File: src/rtl/mmio_bridge_pkg.sv
// Shared types and defaults for the MCS I/O to MMIO slot bus bridge.
package mmio_bridge_pkg;
  typedef enum logic [1:0] {IDLE, REQ, WAIT, RESP} bridge_state_t;
  localparam logic [1:0]  MMIO_REGION  = 2'b11;
  localparam logic [31:0] ERR_DATA_DEF = 32'hDEAD_BEEF;
endpackage

File: src/rtl/io_mmio_bridge_ws.sv
// MCS I/O bus to MMIO slot bus bridge: one outstanding request, variable-latency
// slaves via ack, wait-state timeout, sticky error/overrun flags and error count.
module io_mmio_bridge_ws
  import mmio_bridge_pkg::*;
#(
  parameter int                DATA_W    = 32,
  parameter int                ADDR_W    = 21,
  parameter logic [1:0]        REGION_HI = MMIO_REGION,
  parameter int                TIMEOUT   = 255,
  parameter logic [DATA_W-1:0] ERR_DATA  = DATA_W'(ERR_DATA_DEF)
) (
  input  logic                  i_clk,
  input  logic                  i_reset,
  input  logic                  i_io_addr_strobe,
  input  logic                  i_io_read_strobe,
  input  logic                  i_io_write_strobe,
  input  logic [DATA_W/8-1:0]   i_io_byte_enable,
  input  logic [31:0]           i_io_address,
  input  logic [DATA_W-1:0]     i_io_write_data,
  output logic [DATA_W-1:0]     o_io_read_data,
  output logic                  o_io_ready,
  output logic                  o_mmio_cs,
  output logic                  o_mmio_read,
  output logic                  o_mmio_write,
  output logic [DATA_W/8-1:0]   o_mmio_be,
  output logic [ADDR_W-1:0]     o_mmio_addr,
  output logic [DATA_W-1:0]     o_mmio_write_data,
  input  logic [DATA_W-1:0]     i_mmio_read_data,
  input  logic                  i_mmio_ack,
  input  logic                  i_err_clr,
  output logic                  o_busy,
  output logic                  o_err,
  output logic                  o_overrun,
  output logic [7:0]            o_err_cnt
);
  localparam int TW = $clog2(TIMEOUT + 1);

  bridge_state_t state;
  logic [TW-1:0] timer;
  logic          is_rd;
  logic          start, in_region, timed_out, err_event, overrun_event;

  logic unused_addr_bits;
  assign unused_addr_bits = ^{i_io_address[29:ADDR_W+2], i_io_address[1:0]};

  assign start         = i_io_addr_strobe && (i_io_read_strobe ^ i_io_write_strobe);
  assign in_region     = (i_io_address[31:30] == REGION_HI);
  assign timed_out     = (state == WAIT) && !i_mmio_ack && (timer == TW'(TIMEOUT));
  assign err_event     = ((state == IDLE) && start && !in_region) || timed_out;
  assign overrun_event = i_io_addr_strobe && (state != IDLE);
  assign o_busy        = (state != IDLE);

  always_ff @(posedge i_clk) begin
    if (i_reset) begin
      state             <= IDLE;
      timer             <= '0;
      is_rd             <= 1'b0;
      o_io_read_data    <= '0;
      o_io_ready        <= 1'b0;
      o_mmio_cs         <= 1'b0;
      o_mmio_read       <= 1'b0;
      o_mmio_write      <= 1'b0;
      o_mmio_be         <= '0;
      o_mmio_addr       <= '0;
      o_mmio_write_data <= '0;
    end else begin
      o_io_ready     <= 1'b0;
      o_io_read_data <= '0;
      o_mmio_cs      <= 1'b0;
      o_mmio_read    <= 1'b0;
      o_mmio_write   <= 1'b0;
      o_mmio_be      <= '0;
      unique case (state)
        IDLE: if (start) begin
          o_mmio_addr       <= i_io_address[ADDR_W+1:2];
          o_mmio_write_data <= i_io_write_data;
          is_rd             <= i_io_read_strobe;
          if (!in_region) begin
            state          <= RESP;
            o_io_ready     <= 1'b1;
            o_io_read_data <= ERR_DATA;
          end else begin
            state        <= REQ;
            o_mmio_cs    <= 1'b1;
            o_mmio_read  <= i_io_read_strobe;
            o_mmio_write <= i_io_write_strobe;
            o_mmio_be    <= i_io_byte_enable;
          end
        end
        REQ: begin
          timer <= '0;
          if (i_mmio_ack) begin
            state          <= RESP;
            o_io_ready     <= 1'b1;
            o_io_read_data <= is_rd ? i_mmio_read_data : '0;
          end else begin
            state <= WAIT;
          end
        end
        WAIT: begin
          // A late ack arriving on the timeout cycle still completes cleanly.
          if (i_mmio_ack) begin
            state          <= RESP;
            o_io_ready     <= 1'b1;
            o_io_read_data <= is_rd ? i_mmio_read_data : '0;
          end else if (timed_out) begin
            state          <= RESP;
            o_io_ready     <= 1'b1;
            o_io_read_data <= ERR_DATA;
          end else begin
            timer <= timer + 1'b1;
          end
        end
        RESP: state <= IDLE;
        default: state <= IDLE;
      endcase
    end
  end

  // Clear and a new error in the same cycle: the new error survives.
  always_ff @(posedge i_clk) begin
    if (i_reset) begin
      o_err     <= 1'b0;
      o_overrun <= 1'b0;
      o_err_cnt <= '0;
    end else begin
      if (i_err_clr) begin
        o_err     <= err_event;
        o_overrun <= overrun_event;
        o_err_cnt <= err_event ? 8'd1 : 8'd0;
      end else begin
        o_err     <= o_err | err_event;
        o_overrun <= o_overrun | overrun_event;
        if (err_event && o_err_cnt != 8'hFF) o_err_cnt <= o_err_cnt + 8'd1;
      end
    end
  end
endmodule
File: config.mk
export PLATFORM = sky130hd
export DESIGN_NAME = io_mmio_bridge_ws
export DESIGN_NICKNAME = d
export VERILOG_FILES = /design/src/rtl/mmio_bridge_pkg.sv /design/src/rtl/io_mmio_bridge_ws.sv
export SDC_FILE = /design/constraint.sdc
export NUM_CORES = 1
export LEC_CHECK = 0
export ABC_AREA = 1
export CAP_MARGIN = 15
export CORE_MARGIN = 2
export CORE_UTILIZATION = 40
export CTS_BUF_LIST = sky130_fd_sc_hd__clkbuf_2 sky130_fd_sc_hd__clkbuf_4 sky130_fd_sc_hd__clkbuf_8
export CTS_CLUSTER_DIAMETER = 60
export DETAILED_ROUTE_END_ITERATION = 8
export PLACE_DENSITY = 0.88
export SLEW_MARGIN = 20
export SYNTH_ARGS = -nofsm -noshare
export SYNTH_HDL_FRONTEND = slang
export SYNTH_SLANG_ARGS = --single-unit
export TNS_END_PERCENT = 10
File: constraint.sdc
create_clock -name i_clk -period 1.8 [get_ports i_clk]
set_input_delay 0.36 -clock i_clk [delete_from_list [all_inputs] [get_ports i_clk]]
set_output_delay 0.36 -clock i_clk [all_outputs]
set_load 0.02 [all_outputs]
==> metrics.cfg, run 1 <==
[timing]
worst_slew_pin_slew_ps = 353
fin_worst_skew_ps = 15.1
final.min_clock_period_ps = 1740
max_slew_margin_pct = 76.5
fin_ws_ps = 63.8
post-route-period-util_pct = 96.5
fmax_ghz = 0.576
setup_viol = 0
hold_violations = 0
rsz0062_at_grt = true
setup_tns_ps = 0
slew_viol_final = 0

[power]
power.leakage_nw = 3.36
total_power_w = 0.00802
seq_power_share_pct = 37.2
p_sw_w = 0.00262
swShare_pct = 32.7
cellPowerDensity_nw_per_um2 = 1110
p_clk_share_pct = 31.7
combPwrFrac_pct = 31.2
peakVddDrop_uv = 680
internal_power_w = 0.00540

[floorplan]
die_y_um = 109
die_w_um = 109
std_cell_rows = 38
floorplan.initialDensity_pct = 40.7
ios = 211
dieArea_um2 = 11800
coreArea_um2 = 10700

[global_routing]
grt_max_degree = 65
grt_util_met2_pct = 35.4
grt_pass1_wl_mm = 18.9
busiest_layer = met2
first_global_vias = 4152
antenna_found_initial = 0
overflow = 0
met3_usage_pct = 8.02
use_met1_pct = 22.5
track_usage_pct = 20.6

[layout]
final_nets = 896
final_common_cell = clkdlybuf4s50_1
n_antenna_cell = 0
mostFrequentLayoutCells = 176 x clkdlybuf4s50_1, 153 x nand2_1, 113 x dfxtp_1
fin_cells = 935
syn2layout_area_growth_pct = 65.1
drive_gt1_share_pct = 12.1
post-route-util_pct = 67.2

[route]
post_drt_wl_per_cell_um = 13.0
firstDrtPassIters = 4
drt-initial-drc-count = 203
drtAntennaViolNets = 0
via_per_inst = 4.65
drc = 0
vias = 4349
wl_mm = 12.2

[clock_tree]
tritoncts = done
htreeDepth = 4
cts-buffers-inserted = 17
holdBufCountCts = 0
cts.reportedPaths.clkPinSlew_ps = 70
cts_buffer_depth = 2
root_buffer = clkbuf_8
cts_sinks = 114
clkLatencyLatePin_ps = 420

[placed_design]
hpwlAfterDp_mm = 8.75
place_inst = 899
place_worst_setup_slack_ps = -153
portBuffers = 201
place_congestion = 0.851

[synth]
ys_seq_area_share_pct = 52.2
syn_area_um2 = 4380
netlist_instances = 555
yosysUniqueCellTypes = 34
yosysWarningCount = 0
syn-num-nets = 669
synth-seq-cells = 114
avgSynthCellArea_um2 = 7.88
yosys.area.top_type = dfxtp_1
ys_top_cells_by_area = dfxtp_1 52%, nand2_1 13%, a21oi_1 9.7%
yosysTopAreaCellShare_pct = 52.2

[min_path]
holdPathStages = 4
hold_class = primary input to flop

[setup_path]
start_kind = flop
max_stage_delay_ps = 610
path_class = flop to output port
crit_chain = clkdlybuf4s50_1
arrival_ps = 1380
r2r_slack_ps = 80
crit_path_end_kind = output port
r2r_cells = 9
slowest_stage = clkdlybuf4s50_1
cp_top_family = buffers and inverters
crit_buf_inv = 1
cp_max_fo = 2
path_depth = 1
cp.required_ps = 1440

[run_status]
status = finished clean

[flow_run]
cap_viol_max_count = 0

==> what timing repair did <==
action                     in CTS  in global routing
setup endpoints to repair       6                 67
buffers inserted                0                  3
cloned                          0                  1
gates resized for setup         8                 28
pin swaps                       0                  1
==> final cells by class <==
cell class                 count  area [µm²]
fill                         862        3520
inverter                      72         277
multi-input combinational    344        1700
tap                          140         175
clock inverter                14         179
timing repair buffer         233        2360
clock buffer                  18         248
sequential                   114        2280
==> stage by stage <==
| stage | hold slack (ps) | cell area, µm² |
|---|---|---|
| floorplan | 451 | 4380 |
| global placement | 441 | 6690 |
| detailed placement | 445 | 6690 |
| CTS | 332 | 7110 |
| global route | 345 | 7230 |
| finish | 362 | 7230 |
==> power by group through the flow <==
stage / Combinational [W] / Clock (W) / Sequential, W
after floorplan: 0.000965 / 0 / 0.00336
after global placement: 0.00243 / 0 / 0.00302
after detailed placement: 0.00249 / 0 / 0.00303
after CTS: 0.00249 / 0.00260 / 0.00297
after global routing: 0.00273 / 0.00271 / 0.00301
final: 0.00250 / 0.00254 / 0.00298
==> flip-flops by register name, indices dropped and copies added (netlist names), 2 cells and up <==
signal             count
o_io_read_data        32
o_mmio_write_data     32
o_mmio_addr           21
o_err_cnt              8
timer                  8
o_mmio_be              4
state                  2
==> synthesized netlist by cell type <==
cell type and count:
xnor2_1 1, nor2_8 1, buf_6 2, inv_2 2
inv_4 1, ha_1 7, a21oi_2 7, nand2_1 154
buf_4 3, a32o_1 1, nor4_4 1, nand4_1 7
a21oi_1 85, inv_1 69, nand3_2 1, clkbuf_1 12
nor3_1 5, nor3_4 1, nand2_4 2, nand3b_1 1
nand2_2 2, xor2_1 1, nor3b_1 1, buf_2 7
a31oi_1 1, o21bai_1 2, nand3_1 18, dfxtp_1 114
buf_12 1, nor2_2 2, nand4_2 1, o211ai_1 1
o21ai_0 9, nor2_1 32
==> path summary, 6_finish.rpt <==
check	startpoint	to
worst max register to register	state[0]	o_io_read_data[3]
worst min-delay path	i_reset	o_io_ready
worst min register to register	o_mmio_write_data[8]	o_mmio_write_data[8]
worst max-delay path	o_mmio_write_data[2]	o_mmio_write_data[2]
==> per-layer routing <==
layer,routed length [µm],vias to the layer above
met3,1020,18
met1,4910,1963
met5,0,-
li1,-,2202
met2,6040,166
met4,211,0
==> kinds of logic (layout without fill, tap and decap cells) <==
kind of cell	Yosys count	count (layout)	synth area share [%]
DFF	114	114	52.2
AOI/OAI and AO/OA	106	106	13.0
and+or+nand+nor	229	229	22.8
buffers and inverters	97	337	9.55
adders and majority gates	7	7	2.00
xor gates and xnor gates	2	2	0.400
Power figures use the tool's default switching activity.
==> inputs of run 2 (changes only) <==
--- a/config.mk
+++ b/config.mk
@@ -7,6 +7,7 @@
 export LEC_CHECK = 0
 export ABC_AREA = 1
 export CAP_MARGIN = 15
+export CORE_ASPECT_RATIO = 0.9
 export CORE_MARGIN = 2
 export CORE_UTILIZATION = 40
 export CTS_BUF_LIST = sky130_fd_sc_hd__clkbuf_2 sky130_fd_sc_hd__clkbuf_4 sky130_fd_sc_hd__clkbuf_8
==> metrics.cfg, run 2 (synthesis results as in run 1) <==
[run_status]
status = finished clean

[global_routing]
overflow = 0
grt_pass1_wl_mm = 18.1
track_usage_pct = 19.6
first_global_vias = 3908
antenna_found_initial = 0
grt_max_degree = 61

[timing]
setup_viol = 0
whs_ps = 239
slew_viol_final = 0
fin_worst_skew_ps = 10.1
worst_slew_pin_slew_ps = 351
post-route-period-util_pct = 96.8
max_slew_margin_pct = 76.6
rsz0062_at_grt = true
final.min_clock_period_ps = 1740
fmax_ghz = 0.574
hold_violations = 0

[route]
drt-initial-drc-count = 255
via_per_inst = 4.62
drtAntennaViolNets = 0
firstDrtPassIters = 5
wl_mm = 11.9
vias = 4271
post_drt_wl_per_cell_um = 12.9
drc = 0

[power]
peakVddDrop_uv = 733
total_power_w = 0.00799
cellPowerDensity_nw_per_um2 = 1120
power.leakage_nw = 3.33

[layout]
drive_gt1_share_pct = 11.2
final_common_cell = clkdlybuf4s50_1
n_antenna_cell = 0
largestRegisters = o_io_read_data x32, o_mmio_write_data x32, o_mmio_addr x21
mostFrequentLayoutCells = 175 x clkdlybuf4s50_1, 153 x nand2_1, 114 x dfxtp_1
syn2layout_area_growth_pct = 63.5
final_nets = 893
nFillCells = 860

[floorplan]
floorplan.initialDensity_pct = 40.6
die_w_um = 114
ios = 211
die_y_um = 103
std_cell_rows = 36
coreArea_um2 = 10800
dieArea_um2 = 11800

[clock_tree]
cts_setup_buffers = 0
root_buffer = clkbuf_8
cts_sinks = 114
htreeDepth = 4
holdBufCountCts = 0
tritoncts = done
cts-buffers-inserted = 17
cts.reportedPaths.clkPinSlew_ps = 70
clkLatencyLatePin_ps = 420
cts_buffer_depth = 2

[setup_path]
endpoint = o_mmio_write_data[26]
r2r_slack_ps = 70
crit_buf_inv = 1
max_stage_delay_ps = 610
path_depth = 1
critical_path.startpoint = o_mmio_write_data[26]
rr_endpoint = o_io_read_data[24]
timing.rr.start = state[1]
cp_top_family = buffers and inverters
cp.required_ps = 1440
slowest_stage = clkdlybuf4s50_1
cp_max_fo = 2
r2r_cells = 8
crit_path_end_kind = output port
crit_chain = clkdlybuf4s50_1
arrival_ps = 1380
start_kind = flop
path_class = flop to output port

[placed_design]
portBuffers = 201
place_congestion = 0.812
hpwlAfterDp_mm = 8.72

[min_path]
hold_class = primary input to flop

[flow_run]
cap_viol_max_count = 0

[run 2: cell count changes in the layout (fill, tap and decap cells not counted), moves of 2 or more]
cell           change
inv_6              -2
inv_1              +2
buf_4              -2
dlygate4sd2_1      +2
clkinv_4           -2
[run 2: worst min path at each step]
stage | slack, ps | start | cells after the start | endpoint
6_report | 240 | i_reset | 2 | o_err_cnt[6]
5_1_grt | 230 | i_reset | 2 | o_err_cnt[3]
4_1_cts | 210 | i_reset | 2 | o_err_cnt[3]
3_5_place_dp | 440 | o_err | 2 | o_err
3_3_place_gp | 440 | o_err | 2 | o_err
2_1_floorplan | 450 | i_mmio_read_data[11] | 2 | o_io_read_data[11]
[run 2: cell type report]
class                   count  area, µm²  share of cell area, %
repair buffers            230       2320                   32.4
flip-flops and latches    114       2280                   31.9
multi-input cells         344       1690                   23.6
inverters                  72        273                   3.81
clock buffers              20        269                   3.76
well taps                 133        166                   2.33
clock inverters            12        156                   2.19
[run 2: metal layers]
layer	track usage, %	vias up	part of all wire, %
li1	-	2200	-
met1	21.8	1905	42
met2	33.2	152	48
met3	8.97	14	8.9
met4	7.60	0	1.4
met5	0	-	0
[run 2: timing repair]
action | 4_1_cts | 5_1_grt
resized for setup | 10 | 22
endpoints found under the setup margin | 8 | 30
pin swaps | 0 | 0
gates cloned | 0 | 0
[run 2: power by group]
group	switching [W]	internal, W	total (W)
registers	0.000138	0.00283	0.00297
logic	0.00135	0.00116	0.00250
clock network	0.00106	0.00146	0.00252
total	0.00255	0.00544	0.00799
[run 2: stage by stage]
| stage | utilization, % | instances | setup WS, ps | area, µm² | setup TNS [ps] |
|---|---|---|---|---|---|
| after floorplan | - | 555 | 179 | 4380 | 0 |
| after global placement | 62.1 | 893 | -146 | 6690 | -5940 |
| after detailed placement | 62.1 | 893 | -203 | 6690 | -10090 |
| after CTS | 66.0 | 925 | -73.2 | 7100 | -73.2 |
| after global routing | 66.4 | 925 | -61.9 | 7150 | -220 |
| final | 66.4 | 925 | 57.6 | 7150 | 0 |
